## src/rtl/cpu_bus_arbiter.sv

```systemverilog
// -----------------------------------------------------------------------------
// cpu_bus_arbiter
//
// Shares the CPU's single memory bus between the instruction fetch port (A) and
// the load/store port (B). One transaction is held on the downstream bus at a
// time. Ties are broken round-robin against the last granted port. Read data and
// the completion pulse are routed combinationally back to the granted port. A
// watchdog aborts a granted transaction that sees no i_bus_ready for TIMEOUT
// grant cycles and reports it with a one-cycle error pulse.
//
// Ports
//   i_clock, i_reset            clock, synchronous active-high reset
//   i_a_* / i_b_*               requester inputs: request (held until done),
//                               rw (1 = write), address, write data
//   o_a_* / o_b_*               requester outputs: rdata (valid with ready),
//                               ready pulse, timeout error pulse
//   o_bus_request/rw/address/wdata   registered downstream request
//   i_bus_rdata, i_bus_ready         downstream response (ready is one cycle)
// -----------------------------------------------------------------------------
module cpu_bus_arbiter #(
  parameter int AW      = 32,
  parameter int DW      = 32,
  parameter int TIMEOUT = 255
) (
  input  logic          i_clock,
  input  logic          i_reset,

  input  logic          i_a_request,
  input  logic          i_a_rw,
  input  logic [AW-1:0] i_a_address,
  input  logic [DW-1:0] i_a_wdata,
  output logic [DW-1:0] o_a_rdata,
  output logic          o_a_ready,
  output logic          o_a_error,

  input  logic          i_b_request,
  input  logic          i_b_rw,
  input  logic [AW-1:0] i_b_address,
  input  logic [DW-1:0] i_b_wdata,
  output logic [DW-1:0] o_b_rdata,
  output logic          o_b_ready,
  output logic          o_b_error,

  output logic          o_bus_request,
  output logic          o_bus_rw,
  output logic [AW-1:0] o_bus_address,
  output logic [DW-1:0] o_bus_wdata,
  input  logic [DW-1:0] i_bus_rdata,
  input  logic          i_bus_ready
);

  localparam int CW = $clog2(TIMEOUT + 1);
  // Counter value during the TIMEOUT-th grant cycle (counter is 0 in the first).
  localparam logic [CW-1:0] WDOG_LAST = CW'(TIMEOUT - 1);

  localparam logic LAST_A = 1'b0;
  localparam logic LAST_B = 1'b1;

  typedef enum logic [1:0] {
    IDLE    = 2'd0,
    GRANT_A = 2'd1,
    GRANT_B = 2'd2
  } state_e;

  state_e        state_q, state_d;
  logic          last_q, last_d;
  logic [CW-1:0] wdog_q, wdog_d;
  logic          bus_rw_q, bus_rw_d;
  logic [AW-1:0] bus_address_q, bus_address_d;
  logic [DW-1:0] bus_wdata_q, bus_wdata_d;

  logic          wdog_expired;
  assign wdog_expired = (wdog_q == WDOG_LAST);

  // ---------------------------------------------------------------------------
  // State register
  // ---------------------------------------------------------------------------
  always_ff @(posedge i_clock) begin
    if (i_reset) begin
      state_q       <= IDLE;
      last_q        <= LAST_B;  // A wins the first tie after reset
      wdog_q        <= '0;
      bus_rw_q      <= 1'b0;
      bus_address_q <= '0;
      bus_wdata_q   <= '0;
    end else begin
      state_q       <= state_d;
      last_q        <= last_d;
      wdog_q        <= wdog_d;
      bus_rw_q      <= bus_rw_d;
      bus_address_q <= bus_address_d;
      bus_wdata_q   <= bus_wdata_d;
    end
  end

  // ---------------------------------------------------------------------------
  // Next-state logic
  // ---------------------------------------------------------------------------
  always_comb begin
    state_d       = state_q;
    last_d        = last_q;
    wdog_d        = wdog_q;
    bus_rw_d      = bus_rw_q;
    bus_address_d = bus_address_q;
    bus_wdata_d   = bus_wdata_q;

    case (state_q)
      IDLE: begin
        wdog_d = '0;
        // A wins when alone, or on a tie when B had the previous grant.
        if (i_a_request && (!i_b_request || last_q == LAST_B)) begin
          state_d       = GRANT_A;
          bus_rw_d      = i_a_rw;
          bus_address_d = i_a_address;
          bus_wdata_d   = i_a_wdata;
        end else if (i_b_request) begin
          state_d       = GRANT_B;
          bus_rw_d      = i_b_rw;
          bus_address_d = i_b_address;
          bus_wdata_d   = i_b_wdata;
        end
      end

      GRANT_A, GRANT_B: begin
        // Completion takes precedence over a watchdog expiry in the same cycle.
        if (i_bus_ready || wdog_expired) begin
          state_d = IDLE;
          last_d  = (state_q == GRANT_B) ? LAST_B : LAST_A;
          wdog_d  = '0;
        end else begin
          wdog_d = wdog_q + CW'(1);
        end
      end

      default: begin
        state_d = IDLE;
        wdog_d  = '0;
      end
    endcase
  end

  // ---------------------------------------------------------------------------
  // Output logic
  // ---------------------------------------------------------------------------
  always_comb begin
    logic complete;
    logic abort;

    // Reset suppresses any pulse in the cycle it is asserted, so an in-flight
    // transaction killed by reset never reports ready or error.
    complete = i_bus_ready & ~i_reset;
    abort    = ~i_bus_ready & wdog_expired & ~i_reset;

    o_bus_request = (state_q != IDLE);
    o_bus_rw      = bus_rw_q;
    o_bus_address = bus_address_q;
    o_bus_wdata   = bus_wdata_q;

    o_a_ready = (state_q == GRANT_A) & complete;
    o_a_error = (state_q == GRANT_A) & abort;
    o_a_rdata = o_a_ready ? i_bus_rdata : '0;

    o_b_ready = (state_q == GRANT_B) & complete;
    o_b_error = (state_q == GRANT_B) & abort;
    o_b_rdata = o_b_ready ? i_bus_rdata : '0;
  end

endmodule

```

## config.mk

```make
export PLATFORM = sky130hd
export DESIGN_NAME = cpu_bus_arbiter
export DESIGN_NICKNAME = d
export VERILOG_FILES = /design/src/rtl/cpu_bus_arbiter.sv
export SDC_FILE = /design/constraint.sdc
export NUM_CORES = 1
export LEC_CHECK = 0
export BUFFER_PORTS_ARGS = -buffer_cell sky130_fd_sc_hd__clkbuf_2
export CAP_MARGIN = 20
export CORE_ASPECT_RATIO = 1.2
export CORE_MARGIN = 2
export CORE_UTILIZATION = 30
export DETAILED_ROUTE_END_ITERATION = 8
export GPL_ROUTABILITY_DRIVEN = 0
export HOLD_SLACK_MARGIN = 0.08
export SLEW_MARGIN = 20
export SYNTH_ARGS = -nofsm -noshare
export SYNTH_HDL_FRONTEND = slang
export SYNTH_SLANG_ARGS = --single-unit
```

## constraint.sdc

```tcl
create_clock -name i_clock -period 3.8 [get_ports i_clock]
set_input_delay 0.76 -clock i_clock [delete_from_list [all_inputs] [get_ports i_clock]]
set_output_delay 0.76 -clock i_clock [all_outputs]
set_load 0.05 [all_outputs]
```

==> qor.log, run 1 <==
[status] status finished clean
[critical_path] Setup crit end kind output pin
[routing] total DRC errors in the routed layout 0
[yosys] number of warnings printed during yosys synthesis 0
[timing] Layout Skew 0.00878 ns
[global_routing] Overflow after GRT 0
[routing] final routed wire length divided by cell count 13.2 um
[global_routing] overall track demand over capacity in global routing 15.0%
[yosys] Synth Net Count 597
[critical_path] internal reg-to-reg setup slack 1.80 ns
[routing] metal1 wirelength 4810 um
[critical_path] maximum fanout encountered on the critical timing path 33
[routing] routed length on met3 867 um
[timing] fin crit share 75.8%
[worst_hold_path] Hold Crit Class flop to flop
[routing] antenna violation net count after detailed routing 0
[placed_design] sum of net half-perimeters after detailed placement 9220 um
[global_routing] number of global-route vias before repair 3,484
[critical_path] capturing instance or port of the critical path o_a_rdata[15]
[yosys] mean cell area of the mapped netlist 9.34 um2
[finish] most common library cell in the layout ignoring fill and taps sky130_fd_sc_hd__clkbuf_2
[clocking] Worst-path clk slew 0.06 ns
[pwr] Pwr per Cell Area 496 nW/um2
[timing] total of endpoints with negative setup slack in the final report 0
[yosys] register area share after synthesis 38.3%
[placed_design] Post-Place Cell Area 5540 um2
[yosys] Compound-Gate Fraction of Synth Area 15.8%
[critical_path] crit start category flop
[finish] final standard cell count with taps included and fillers excluded 878
[timing] accumulated negative setup slack 0 ns
[timing] Worst slew margin 42.0%
[routing] number of detailed-route iterations in the first pass 4
[finish] core utilization of the finished layout 44.8%
[global_routing] maximum number of pins on one net before global-route repair 75
[yosys] number of synthesized register bits 76
[finish] antenna diode count 0
[yosys] number of instances in the synthesized netlist 425
[critical_path] Worst EP arrival 2.12 ns
[clocking] CTS max path bufs 2
[yosys] Synth cell types 29
[global_routing] antenna violations before repair 0
[clocking] clock insertion delay at the later pin of the skew report 0.33 ns
[floorplan] row cnt 46
[routing] drt first-iter violations 91
[placed_design] number of buffers inserted by port buffering 300
[worst_hold_path] worst hold stages 1
[clocking] number of cells upsized or downsized after cts 0
[finish] fill count 1,285
[critical_path] Setup CP Type flop to output pin
[critical_path] endpoint required time on the critical path 3.04 ns
[clocking] hold-fix buffer count after cts 0
[floorplan] top-level I/O count 301
[finish] Area Overhead vs Synth 47.6%
[timing] count of final hold-check violations 0
[yosys] post-synthesis mux area share 16.6%
[timing] RSZ-0062 raised after global routing false
[floorplan] die span in y 130 um
[routing] Top Metal Used met4
[clocking] CTS tree done
[yosys] total standard cell area after synthesis 3970 um2
[floorplan] Die Width 109 um
[finish] layout cell share with drive strength beyond 1 48.7%
[placed_design] number of placed cells counting well taps 862
[clocking] H-Tree Depth 3
[finish] number of nets in the layout 877
[timing] slew at the pin closest to its max-slew limit 0.870 ns
[critical_path] endpoint of the worst register-to-register path state_q[0]$_SDFFE_PP0P_
[pwr] static power due to leakage 3.07 nW
[finish] commonest cells after routing, fill and taps aside sky130_fd_sc_hd__clkbuf_2 (299), sky130_fd_sc_hd__dfxtp_1 (76), sky130_fd_sc_hd__nor2_1 (71), sky130_fd_sc_hd__mux2i_1 (66), sky130_fd_sc_hd__and2_1 (64)
[run] MaxCap Viol Count 0
[yosys] post-synthesis share of cell area spent on xor and xnor gates 1.32%
[yosys] largest family of logic cells by synthesized area simple AND/OR/NAND/NOR gates
[floorplan] total core area 13,100 um2
[routing] via count of the routed design 3,970
[clocking] Root Buffer sky130_fd_sc_hd__clkbuf_16
[clocking] number of clock sinks seen by CTS 76
[timing] Slew Viols, Final 0
[pwr] Max rail drop VDD 0.279 mV
[floorplan] total die area 14,200 um2
[clocking] number of post-CTS setup repair buffers 0
[timing] final critical delay including setup and external delays 2.88 ns
[timing] upper clock frequency limit 0.347 GHz
[critical_path] timing startpoint of the critical path state_q[1]$_SDFFE_PP0P_
[routing] final routed wirelength across all metal layers 11,600 um
[yosys] simple logic cell fraction of the synthesized area 21.0%
[clocking] Num CTS Buffers 9
[finish] Design Area, Final 5860 um2
[yosys] area share of fa/ha/maj cells after synthesis 1.58%
[critical_path] worst r2r path cells 7
[global_routing] wire length of the first global-routing pass 16,900 um
[critical_path] worst flop-to-flop path startpoint state_q[0]$_SDFFE_PP0P_
[floorplan] initial core utilization 30.4%
[routing] detailed route wirelength on metal2 5720 um
[routing] vias per inst 4.52
[timing] worst hold slack across all endpoints 0.480 ns
[worst max-delay path, cell delays in order (launching register included)]
cell and delay (ns):
sky130_fd_sc_hd__dfxtp_1 0.31, sky130_fd_sc_hd__inv_1 0.09, sky130_fd_sc_hd__ha_1 0.18, sky130_fd_sc_hd__and3b_1 0.69
sky130_fd_sc_hd__and2_1 0.23, sky130_fd_sc_hd__clkbuf_2 0.28
[report_power, final]
group / total [W] / internal (W) / switching [W]
logic: 0.00103 / 0.000293 / 0.000738
registers: 0.000968 / 0.000910 / 0.0000579
clock network: 0.000909 / 0.000592 / 0.000317
total: 0.00291 / 0.00180 / 0.00111
[through the flow]
step | total power [W] | worst slack [ns]
after floorplan | 0.00176 | 0.218
after global placement | 0.00201 | 1.04
after detailed placement | 0.00202 | 0.945
after CTS | 0.00295 | 0.929
after global routing | 0.00306 | 0.720
final | 0.00291 | 0.918
[worst min path at each step]
stage,start,end
after detailed placement,wdog_q[0]$_SDFF_PP0_,wdog_q[0]$_SDFF_PP0_
final,wdog_q[0]$_SDFF_PP0_,wdog_q[0]$_SDFF_PP0_
after CTS,wdog_q[0]$_SDFF_PP0_,wdog_q[0]$_SDFF_PP0_
after global placement,wdog_q[0]$_SDFF_PP0_,wdog_q[0]$_SDFF_PP0_
after global routing,o_bus_wdata[29]$_SDFFE_PP0P_,o_bus_wdata[29]$_SDFFE_PP0P_
after floorplan,wdog_q[0]$_SDFF_PP0_,wdog_q[0]$_SDFF_PP0_
[per-layer routing]
layer  track usage, %  up-vias
li1                 -     2041
met1             18.1     1763
met2             25.9      149
met3             3.25       17
met4             5.66        0
met5                0        -
[flip-flops by register name, summed over array words and instances, names as in the netlist]
| register | cells |
|---|---|
| o_bus_rw | 1 |
| o_bus_address | 32 |
| last_q | 1 |
| o_bus_wdata | 32 |
| wdog_q | 8 |
| state_q | 2 |
[cell families (layout without fill, tap and decap cells)]
kind of cell               count (synthesis)  count (layout)
buffers and inverters                     41             326
adders and majority gates                  5               5
muxes                                     66              66
xor gates and xnor gates                   6               6
AOI/OAI and AO/OA                         71              71
and+or+nand+nor                          160             160
DFF                                       76              76
[cell usage after synthesis (all sizes together)]
cell     count  share of area [%]
nor2        78                7.8
dfxtp       76                 38
mux2i       66                 17
a211oi      65                 14
and2        64                 10
buf         18                3.2
clkbuf      18                1.7
ha           5                1.6
inv          5               0.47
nand2        3               0.28
nand3        3               0.38
o21ai        3               0.66
xnor2        3               0.66
xor2         3               0.66
and3b        2               0.44
and4         2               0.57
nand2b       2               0.32
nor4b        2               0.44
o32ai        2               0.44
a2bb2oi      1               0.22
nand4        1               0.16
nor3         1               0.13
or2b         1               0.19
or3          1               0.16
[final cells by class]
class | count | area, um2 | share of cell area, %
Multi-Input combinational cell | 308 | 2240 | 38.2
Timing Repair Buffer | 305 | 1550 | 26.5
Sequential cell | 76 | 1520 | 26.0
Clock buffer | 12 | 246 | 4.21
Tap cell | 168 | 210 | 3.59
Clock inverter | 4 | 72.6 | 1.24
Inverter | 5 | 18.8 | 0.320
(Power assumes the default switching activity.)
==> run 2, diff against run 1 <==
Clock period 3.8 ns to 2.78 ns, I/O delays scaled along.
==> qor.log, run 2 (synthesis gave the netlist of run 1 again) <==
[critical_path] Worst EP arrival 1.86 ns
[floorplan] total die area 14,200 um2
[routing] final routed wirelength across all metal layers 11,500 um
[clocking] hold-fix buffer count after cts 0
[finish] number of nets in the layout 878
[clocking] number of post-CTS setup repair buffers 0
[timing] RSZ-0062 raised after global routing false
[pwr] Max rail drop VDD 0.386 mV
[timing] Worst slew margin 42.2%
[timing] count of final hold-check violations 0
[finish] final standard cell count with taps included and fillers excluded 878
[critical_path] cells traversed along the worst timing path inv_1 > ha_1 > and3b_1 > buf_4 > and2_1 > clkbuf_2
[clocking] CTS max path bufs 2
[global_routing] maximum number of pins on one net before global-route repair 73
[timing] final critical delay including setup and external delays 2.42 ns
[floorplan] total core area 13,100 um2
[routing] antenna violation net count after detailed routing 0
[floorplan] top-level I/O count 301
[finish] area used by multi-input combinational logic 2240 um2
[pwr] static power due to leakage 3.09 nW
[placed_design] sum of net half-perimeters after detailed placement 9040 um
[timing] fin crit share 87.1%
[routing] number of detailed-route iterations in the first pass 4
[timing] accumulated negative setup slack 0 ns
[timing] Layout Skew 0.00725 ns
[status] status finished clean
[placed_design] number of buffers inserted by port buffering 300
[global_routing] overall track demand over capacity in global routing 15.4%
[timing] total of endpoints with negative setup slack in the final report 0
[floorplan] die span in y 130 um
[floorplan] Die Width 109 um
[clocking] CTS tree done
[global_routing] antenna violations before repair 0
[finish] Area Overhead vs Synth 48.1%
[timing] Slew Viols, Final 0
[clocking] number of clock sinks seen by CTS 76
[clocking] Num CTS Buffers 9
[timing] worst hold slack across all endpoints 0.480 ns
[routing] via count of the routed design 3,979
[timing] slew at the pin closest to its max-slew limit 0.868 ns
[placed_design] number of placed cells counting well taps 863
[finish] Storage cell area 1520 um2
[finish] commonest cells after routing, fill and taps aside sky130_fd_sc_hd__clkbuf_2 (299), sky130_fd_sc_hd__dfxtp_1 (76), sky130_fd_sc_hd__nor2_1 (71), sky130_fd_sc_hd__mux2i_1 (66), sky130_fd_sc_hd__and2_1 (64)
[global_routing] number of global-route vias before repair 3,681
[clocking] clock insertion delay at the later pin of the skew report 0.32 ns
[clocking] number of cells upsized or downsized after cts 0
[floorplan] initial core utilization 30.4%
[clocking] Root Buffer sky130_fd_sc_hd__clkbuf_16
[finish] Design Area, Final 5880 um2
[clocking] Worst-path clk slew 0.06 ns
[finish] core utilization of the finished layout 45.0%
[run] MaxCap Viol Count 0
[routing] vias per inst 4.53
[worst_hold_path] Hold Crit Class flop to flop
[floorplan] row cnt 46
[finish] layout cell share with drive strength beyond 1 48.9%
[critical_path] Setup crit end kind output pin
[routing] final routed wire length divided by cell count 13.1 um
[critical_path] family with the most delay on the worst path buffers and inverters
[finish] most common library cell in the layout ignoring fill and taps sky130_fd_sc_hd__clkbuf_2
[finish] antenna diode count 0
[timing] upper clock frequency limit 0.413 GHz
[critical_path] largest incremental delay on the critical path 0.33 ns
[finish] fill count 1,291
[critical_path] crit start category flop
[global_routing] Overflow after GRT 0
[critical_path] endpoint required time on the critical path 2.22 ns
[critical_path] Setup CP Type flop to output pin
[global_routing] wire length of the first global-routing pass 17,400 um
[clocking] H-Tree Depth 3
[routing] total DRC errors in the routed layout 0
[pwr] Pwr per Cell Area 672 nW/um2
[routing] drt first-iter violations 144
[critical_path] buffers and inverters on the worst path 3
[critical_path] critical-path cell with the highest stage delay sky130_fd_sc_hd__dfxtp_1
[critical_path] maximum fanout encountered on the critical timing path 32
[placed_design] Post-Place Cell Area 5570 um2
-- run 2: final timing paths --
check	start	endpoint	slack, ns	cells after the start
worst min-delay path	wdog_q[0]$_SDFF_PP0_	wdog_q[0]$_SDFF_PP0_	0.48	1
worst max-delay path	state_q[0]$_SDFFE_PP0P_	o_b_rdata[20]	0.36	6
worst min register to register	wdog_q[0]$_SDFF_PP0_	wdog_q[0]$_SDFF_PP0_	0.48	1
worst max register to register	state_q[0]$_SDFFE_PP0P_	wdog_q[3]$_SDFF_PP0_	1.07	5
-- run 2: final cells by class --
type	count	area share (%)
tap	168	3.58
clock inverter	5	1.32
inverter	5	0.319
timing repair buffer	306	26.9
clock buffer	10	3.89
sequential	76	25.9
multi-input combinational	308	38.1
-- run 2: metrics by stage --
stage               setup slack [ns]  total power (W)
global placement               0.635          0.00276
detailed placement             0.605          0.00279
floorplan                     -0.394          0.00240
global route                   0.247          0.00417
finish                         0.359          0.00395
CTS                            0.363          0.00401
-- run 2: routing by layer --
| metal | GRT usage (%) | part of all wire, % | routed length [um] |
|---|---|---|---|
| met1 | 18.5 | 43 | 4920 |
| met2 | 27.0 | 49 | 5660 |
| met3 | 4.30 | 7.4 | 852 |
| met4 | 3.39 | 0.75 | 86 |
| met5 | 0 | 0 | 0 |
-- run 2: worst reg2reg max path, delay by kind of cell, from the launching register on --
family | cells | cell delay (ns)
adder cells (fa/ha/maj) | 1 | 0.28
flip-flops | 1 | 0.37
AND/OR/NAND/NOR | 3 | 0.92
buffers and inverters | 1 | 0.08
-- run 2: report_power, final --
part / total (W) / switching (W) / internal, W / leakage [nW]
logic: 0.00143 / 0.00101 / 0.000414 / 2.31
registers: 0.00132 / 0.0000777 / 0.00124 / 0.630
clock network: 0.00121 / 0.000428 / 0.000778 / 0.148
total: 0.00395 / 0.00152 / 0.00244 / 3.09
